## src/rtl/i2c_fifo_sequencer.sv

```systemverilog
// I2C command FIFO reader: pops addr+data entries, drives the master core.
// Optional WAIT watchdog enabled by defining SEQ_TIMEOUT_EN.
module i2c_fifo_sequencer #(
  parameter int FIFO_WIDTH     = 15,
  parameter int MAX_RETRY      = 3,
  parameter int RETRY_GAP      = 16,
  parameter int TIMEOUT_CYCLES = 1024
) (
  input  logic                  i2c_clock_in,
  input  logic                  i2c_reset_n_in,
  input  logic                  enable_in,
  input  logic                  fifo_empty_in,
  input  logic [FIFO_WIDTH-1:0] fifo_data_in,
  output logic                  fifo_rd_en_out,
  input  logic                  master_busy_in,
  input  logic                  master_done_in,
  input  logic                  master_nack_in,
  output logic                  master_start_out,
  output logic [6:0]            master_addr_out,
  output logic [7:0]            master_data_out,
  output logic                  busy_out,
  output logic                  cmd_done_out,
  output logic                  cmd_err_out,
  output logic                  timeout_out,
  output logic [7:0]            err_count_out
);

  localparam int RW = $clog2(MAX_RETRY + 2);
  localparam int GW = $clog2(RETRY_GAP + 1);
  localparam logic [RW-1:0] RMAX  = RW'(MAX_RETRY);
  localparam logic [GW-1:0] GLAST = GW'(RETRY_GAP - 1);

  if (RETRY_GAP < 1 || TIMEOUT_CYCLES < 1 || FIFO_WIDTH < 15)
  begin : g_cfg_check
    $error("i2c_fifo_sequencer: bad parameters");
  end

  typedef enum logic [2:0] {
    IDLE, POP, LOAD, ISSUE, WAIT, GAP
  } state_t;

  state_t        state;
  logic [RW-1:0] retry_cnt;
  logic [GW-1:0] gap_cnt;
  logic          wd_fire;
  logic          nack_fail;

`ifdef SEQ_TIMEOUT_EN
  localparam int TW = $clog2(TIMEOUT_CYCLES + 1);
  localparam logic [TW-1:0] TLAST = TW'(TIMEOUT_CYCLES - 1);

  logic [TW-1:0] wd_cnt;

  // Watchdog expires on the last allowed WAIT cycle; a done pulse wins.
  assign wd_fire = (state == WAIT) && !master_done_in &&
                   (wd_cnt == TLAST);
`else
  assign wd_fire     = 1'b0;
  assign timeout_out = 1'b0;
`endif

  // A NACK and a watchdog expiry share the retry/drop path.
  assign nack_fail = (master_done_in && master_nack_in) || wd_fire;

  // Sequencer FSM with all outputs registered.
  always_ff @(posedge i2c_clock_in or negedge i2c_reset_n_in) begin
    if (!i2c_reset_n_in) begin
      state            <= IDLE;
      retry_cnt        <= '0;
      gap_cnt          <= '0;
      fifo_rd_en_out   <= 1'b0;
      master_start_out <= 1'b0;
      master_addr_out  <= '0;
      master_data_out  <= '0;
      busy_out         <= 1'b0;
      cmd_done_out     <= 1'b0;
      cmd_err_out      <= 1'b0;
      err_count_out    <= '0;
`ifdef SEQ_TIMEOUT_EN
      wd_cnt           <= '0;
      timeout_out      <= 1'b0;
`endif
    end else begin
      fifo_rd_en_out   <= 1'b0;
      master_start_out <= 1'b0;
      cmd_done_out     <= 1'b0;
      cmd_err_out      <= 1'b0;
`ifdef SEQ_TIMEOUT_EN
      timeout_out      <= 1'b0;
`endif
      unique case (state)
        IDLE: begin
          if (enable_in && !fifo_empty_in) begin
            fifo_rd_en_out <= 1'b1;
            busy_out       <= 1'b1;
            state          <= POP;
          end
        end
        POP: begin
          state <= LOAD;
        end
        LOAD: begin
          master_addr_out <= fifo_data_in[14:8];
          master_data_out <= fifo_data_in[7:0];
          retry_cnt       <= '0;
          state           <= ISSUE;
        end
        ISSUE: begin
          if (!master_busy_in) begin
            master_start_out <= 1'b1;
`ifdef SEQ_TIMEOUT_EN
            wd_cnt           <= '0;
`endif
            state            <= WAIT;
          end
        end
        WAIT: begin
          if (master_done_in && !master_nack_in) begin
            cmd_done_out <= 1'b1;
            busy_out     <= 1'b0;
            state        <= IDLE;
          end else if (nack_fail) begin
`ifdef SEQ_TIMEOUT_EN
            timeout_out <= wd_fire;
`endif
            if (retry_cnt < RMAX) begin
              retry_cnt <= retry_cnt + 1'b1;
              gap_cnt   <= '0;
              state     <= GAP;
            end else begin
              cmd_err_out <= 1'b1;
              if (err_count_out != 8'hFF)
                err_count_out <= err_count_out + 8'd1;
              busy_out    <= 1'b0;
              state       <= IDLE;
            end
          end else begin
`ifdef SEQ_TIMEOUT_EN
            wd_cnt <= wd_cnt + 1'b1;
`endif
          end
        end
        GAP: begin
          if (gap_cnt == GLAST)
            state <= ISSUE;
          else
            gap_cnt <= gap_cnt + 1'b1;
        end
        default: begin
          state <= IDLE;
        end
      endcase
    end
  end

endmodule
```

## config.mk

```make
export PLATFORM = sky130hd
export DESIGN_NAME = i2c_fifo_sequencer
export DESIGN_NICKNAME = d
export VERILOG_FILES = /design/src/rtl/i2c_fifo_sequencer.sv
export SDC_FILE = /design/constraint.sdc
export NUM_CORES = 1
export LEC_CHECK = 0
export BUFFER_PORTS_ARGS = -buffer_cell sky130_fd_sc_hd__buf_2
export CORE_MARGIN = 2
export CORE_UTILIZATION = 42
export CTS_BUF_LIST = sky130_fd_sc_hd__clkbuf_8
export CTS_CLUSTER_SIZE = 20
export DETAILED_ROUTE_END_ITERATION = 6
export PLACE_DENSITY_LB_ADDON = 0.12
export SLEW_MARGIN = 25
export SYNTH_ARGS = -nofsm -noshare
export SYNTH_HDL_FRONTEND = slang
export SYNTH_SLANG_ARGS = --single-unit
```

## constraint.sdc

```tcl
create_clock -name i2c_clock_in -period 2.3 [get_ports i2c_clock_in]
set_input_delay 0.345 -clock i2c_clock_in [delete_from_list [all_inputs] [get_ports i2c_clock_in]]
set_output_delay 0.345 -clock i2c_clock_in [all_outputs]
set_load 0.05 [all_outputs]
```

* Yosys cells after proc, flatten, opt, wreduce, memory -nomap -nowiden *
Index checks and enable logic that the tools add are counted.

word-level totals
  register bits after elaboration = 39
  output and inout port bits = 29
  word-level logic and storage cells = 78

cells by class
  add/sub/neg operators = 3
  order comparisons = 1
  eq/ne operators = 16
  muxes and demuxes = 31
  bitwise logic cells = 2
  reduce and logical (&&, ||, !) cells = 14

operators with widths
  operator                                                                       number
  3-bit 2-to-1 mux                                                               9
  5-bit 2-to-1 mux                                                               4
  3-bit case mux with 6 select lines                                             1
  1-bit 2-to-1 mux                                                               14
  2-bit inequality test (second input constant)                                  7
  4-bit AND reduction                                                            3
  5-bit case mux with 2 select lines                                             1
  5-bit AND reduction                                                            2
  8-bit by 1-bit adder with 8-bit output (second input constant)                 1
  8-bit inequality test (second input constant)                                  1
  3-bit by 2-bit equality test with 1-bit output (second input constant)         2
  3-bit equality test (second input constant)                                    2
  3-bit inequality test (second input constant)                                  2
  3-bit case mux with 2 select lines                                             1
  2-bit nonzero test                                                             3
  5-bit by 1-bit adder with 5-bit output (second input constant)                 1
  5-bit by 4-bit equality test with 1-bit output (second input constant)         1
  3-bit by 1-bit adder with 3-bit output (second input constant)                 1
  3-bit by 1-bit equality test with 1-bit output (second input constant)         1
  1-bit logical AND                                                              3
  3-bit logical NOT                                                              1
  3-bit by 2-bit less-than comparator with 1-bit output (second input constant)  1
  1-bit logical NOT                                                              2
  1-bit inverter                                                                 2
  1-bit case mux with 2 select lines                                             1

* Longest topological paths before layout *
  depth in word-level cells = 5
  gate-level depth with buffers = 7
  gate-level depth less buffers = 7

* Least setup slack after synthesis *
No wires, ideal clock.

  path type = register to register
  from = register state[0]
  to = register err_count_out[1]
  library setup time = 0.128 ns
  arrival time = 1.799 ns
  data required time = 2.172 ns
  slack = 0.373 ns
  stages on the path, launching flop included = 6
  path buffers = 1
  cell sequence = dfrtp_1 or3b_4 or3_1 buf_2 nor2_1 mux2_1

between the ends
  cells in the longest elaborated chain, start to end = 2

RTL lines
  item                           line  text
  from (decl)                    42    state_t state;
  from (signal assigned)         68    state <= IDLE;
  from (signal assigned)         96    state <= POP;
  from (signal assigned)         100   state <= LOAD;
  3-bit equality test            91    unique case (state)
  5-bit AND reduction (no line)  n/a
  to (signal assigned)           133   err_count_out <= err_count_out + 8'd1;
  to (decl)                      25    output logic [7:0] err_count_out

Every way passes these cells.
A chain may end at the register's enable or synchronous reset.

* Final worst setup path *
  from = register state[1]
  to = register err_count_out[1]

The elaborated chain is that of the path after synthesis.

==> out/qor.csv <==
stage;metric;value;unit
timing;timing.final.crit_period;2.02;ns
layout;diodes;0;
route;ant_nets;0;
pwr;p_leak;0.00107;uW
die;pin_count;51;
place;place.gp.congestion;0.847;
timing;drv_slew;0;
critical_path;criticalPathCategory;reg -> reg;
route;drt_iter0_markers;54;
critical_path;critical_path.endpoint_type;register;
yosys;syn_avg_cell_area;11.7;sq um
timing;rsz0062_at_grt;false;
clock_tree;cts_sinks;39;
clock_tree;cts_hold_buf;0;
timing;hold_violations;0;
critical_path;reg2reg_slack;0.28;ns
pwr;cellPowerDensity;1400;nW/um^2
timing;worstMarginPinSlew;0.858;ns
layout;layout_common_cells;49 x buf_2, 39 x dfrtp_1, 15 x mux2_2;
die;coreArea;4000;sq um
timing;fmax;0.495;GHz
grt;grt_max_degree;40;
place;pre_cts_ws;0.254;ns
grt;antenna_found_initial;0;
timing;worst_hold_slack;0.166;ns
layout;syn_to_final_growth;24.1;%
place;hpwl;2.47;mm
grt;grt_pass1_vias;1259;
layout;layout_commonest_cell;buf_2;
min_path;hold_class;in -> async;
die;die_w;68.3;microns
status;outcome;finished, final reports clean;
place;dpl_cell_area;2050;sq um
grt;grt_pass1_wl;5.56;mm
route;wire_per_inst;13.1;microns
pwr;ir_drop;0.805;mV
grt;gr-total-overflow;0;
critical_path;required;2.47;ns
yosys;synth-seq-cells;39;
yosys;synth_fp_nets;174;
place;io_buffers;49;
yosys;syn_inst;148;
critical_path;start_kind;register;
yosys;async_flop_share;100;%
critical_path;rr_endpoint;err_count_out[1];
route;wl;3.33;mm
clock_tree;path_clk_slew;0.07;ns
critical_path;rr_worst_depth;4;
critical_path;crit_chain;or3b_4, or3_1, nor2_1, mux2_1;
yosys;synth-edff-count;0;
grt;grt_use_total;16.4;%
timing;fin_setup_tns;0;ns
layout;nets;228;
route;vias;1296;
clock_tree;clk_latency;0.29;ns
critical_path;slowest_delay;0.50;ns
die;die_area;4670;sq um
job;cap_violations;0;
yosys;synth-seq-area-share;56.2;%
die;die_h;68.3;microns
timing;slew_headroom;42.8;%
route;drt_pass1_iterations;4;
yosys;synth.cell_area;1740;sq um
route;drc;0;
timing;fin_skew;0.00330;ns
timing;finalWorstSetupSlack;0.280;ns
die;rows;23;
clock_tree;root_buffer;clkbuf_8;
layout;drive_gt1_share;39.4;%
yosys;synth_cell_types;38;
clock_tree;max-clock-path-buffers;2;
critical_path;timing.rr.start;state[1];
clock_tree;cts_buffers;5;
yosys;yosys_warnings;0;
clock_tree;cts_tree;done;
layout;design_area;2160;sq um
timing;setup_viol;0;
timing;timing.final.crit_share;87.8;%
critical_path;cp_slowest_cell;or3_1;
yosys;synth_ff_type;dfrtp_1;
clock_tree;h-tree-depth;2;
route;viasPerCell;5.12;
die;start_util;43.4;%
critical_path;critPathMaxFanout;7;
critical_path;worst_ep_arrival_time;2.19;ns
synthesized netlist by cell type, drive strengths merged (2+ instances only):
| library cell | n | share of area, % |
|---|---|---|
| a21oi | 6 | 1.7 |
| a31oi | 2 | 0.72 |
| buf | 3 | 1.0 |
| clkbuf | 3 | 0.65 |
| dfrtp | 39 | 56 |
| ha | 4 | 2.9 |
| inv | 5 | 1.1 |
| mux2 | 16 | 10 |
| nand2 | 11 | 2.4 |
| nand2b | 2 | 0.72 |
| nand3 | 3 | 0.86 |
| nand3b | 3 | 1.3 |
| nand4 | 2 | 0.72 |
| nor2 | 8 | 1.7 |
| nor3 | 2 | 0.58 |
| nor3b | 3 | 1.6 |
| nor4 | 5 | 1.8 |
| o21ai | 7 | 2.0 |
| or3 | 2 | 0.72 |
| xor2 | 7 | 3.5 |
layer usage:
metal	vias to the layer above	global-route usage (%)	wire length, microns
met1	624	20.4	1510
met2	35	26.7	1610
met5	-	0	0
met3	6	5.10	152
li1	631	-	-
met4	0	6.00	50
cell type report:
class                      instances  area, sq um
fill                             366         1840
sequential                        39          976
multi-input combinational         98          719
timing repair buffer              53          275
clock buffer                       7         96.3
tap                               50         62.6
inverter                           5         18.8
clock inverter                     1         7.51
critical path, delay by kind of cell, from the launching register on:
family	cells	cell delay [ns]
DFF	1	0.38
muxes	1	0.35
and+or+nand+nor	3	1.18
registers in the layout, indices dropped and copies added, names as in the netlist:
name / flops
retry_cnt: 3
cmd_err_out: 1
fifo_rd_en_out: 1
master_start_out: 1
cmd_done_out: 1
err_count_out: 8
master_data_out: 8
gap_cnt: 5
master_addr_out: 7
state: 3
busy_out: 1
where the power goes:
| group | switching, uW | leakage [uW] | internal [uW] |
|---|---|---|---|
| combinational | 962 | 0.000529 | 505 |
| sequential | 129 | 0.000488 | 925 |
| clock | 231 | 0.0000505 | 273 |
| total | 1320 | 0.00107 | 1700 |
metrics by stage:
step | util, % | cells | total power [uW]
detailed placement | 51.1 | 245 | 2540
global placement | 51.1 | 245 | 2500
floorplan | - | 148 | 2180
CTS | 53.7 | 253 | 3050
finish | 53.9 | 253 | 3020
global route | 53.9 | 253 | 3220
worst max path at each step:
stage	slack, ns	startpoint	end	cells past startpoint
after floorplan	0.37	state[0]	err_count_out[1]	5
after global placement	0.32	state[1]	err_count_out[1]	4
after detailed placement	0.25	gap_cnt[0]	gap_cnt[3]	7
after CTS	0.24	gap_cnt[0]	gap_cnt[3]	7
after global routing	0.17	gap_cnt[0]	gap_cnt[3]	7
final	0.28	state[1]	err_count_out[1]	4
what timing repair did:
item / in CTS / in global routing
buffers inserted: 0 / 0
setup endpoints to repair: 0 / 2
gates resized for setup: 0 / 1
cells by family after synthesis:
kind of cell             share of synthesized area (%)
AO/OA/AOI/OAI                                     8.29
XOR/XNOR                                          3.53
adder cells (fa/ha/maj)                           2.88
buffers and inverters                             2.74
flip-flops                                        56.2
multiplexers                                      11.0
other                                            0.216
AND/OR/NAND/NOR                                   15.2
(Power assumes the default switching activity.)
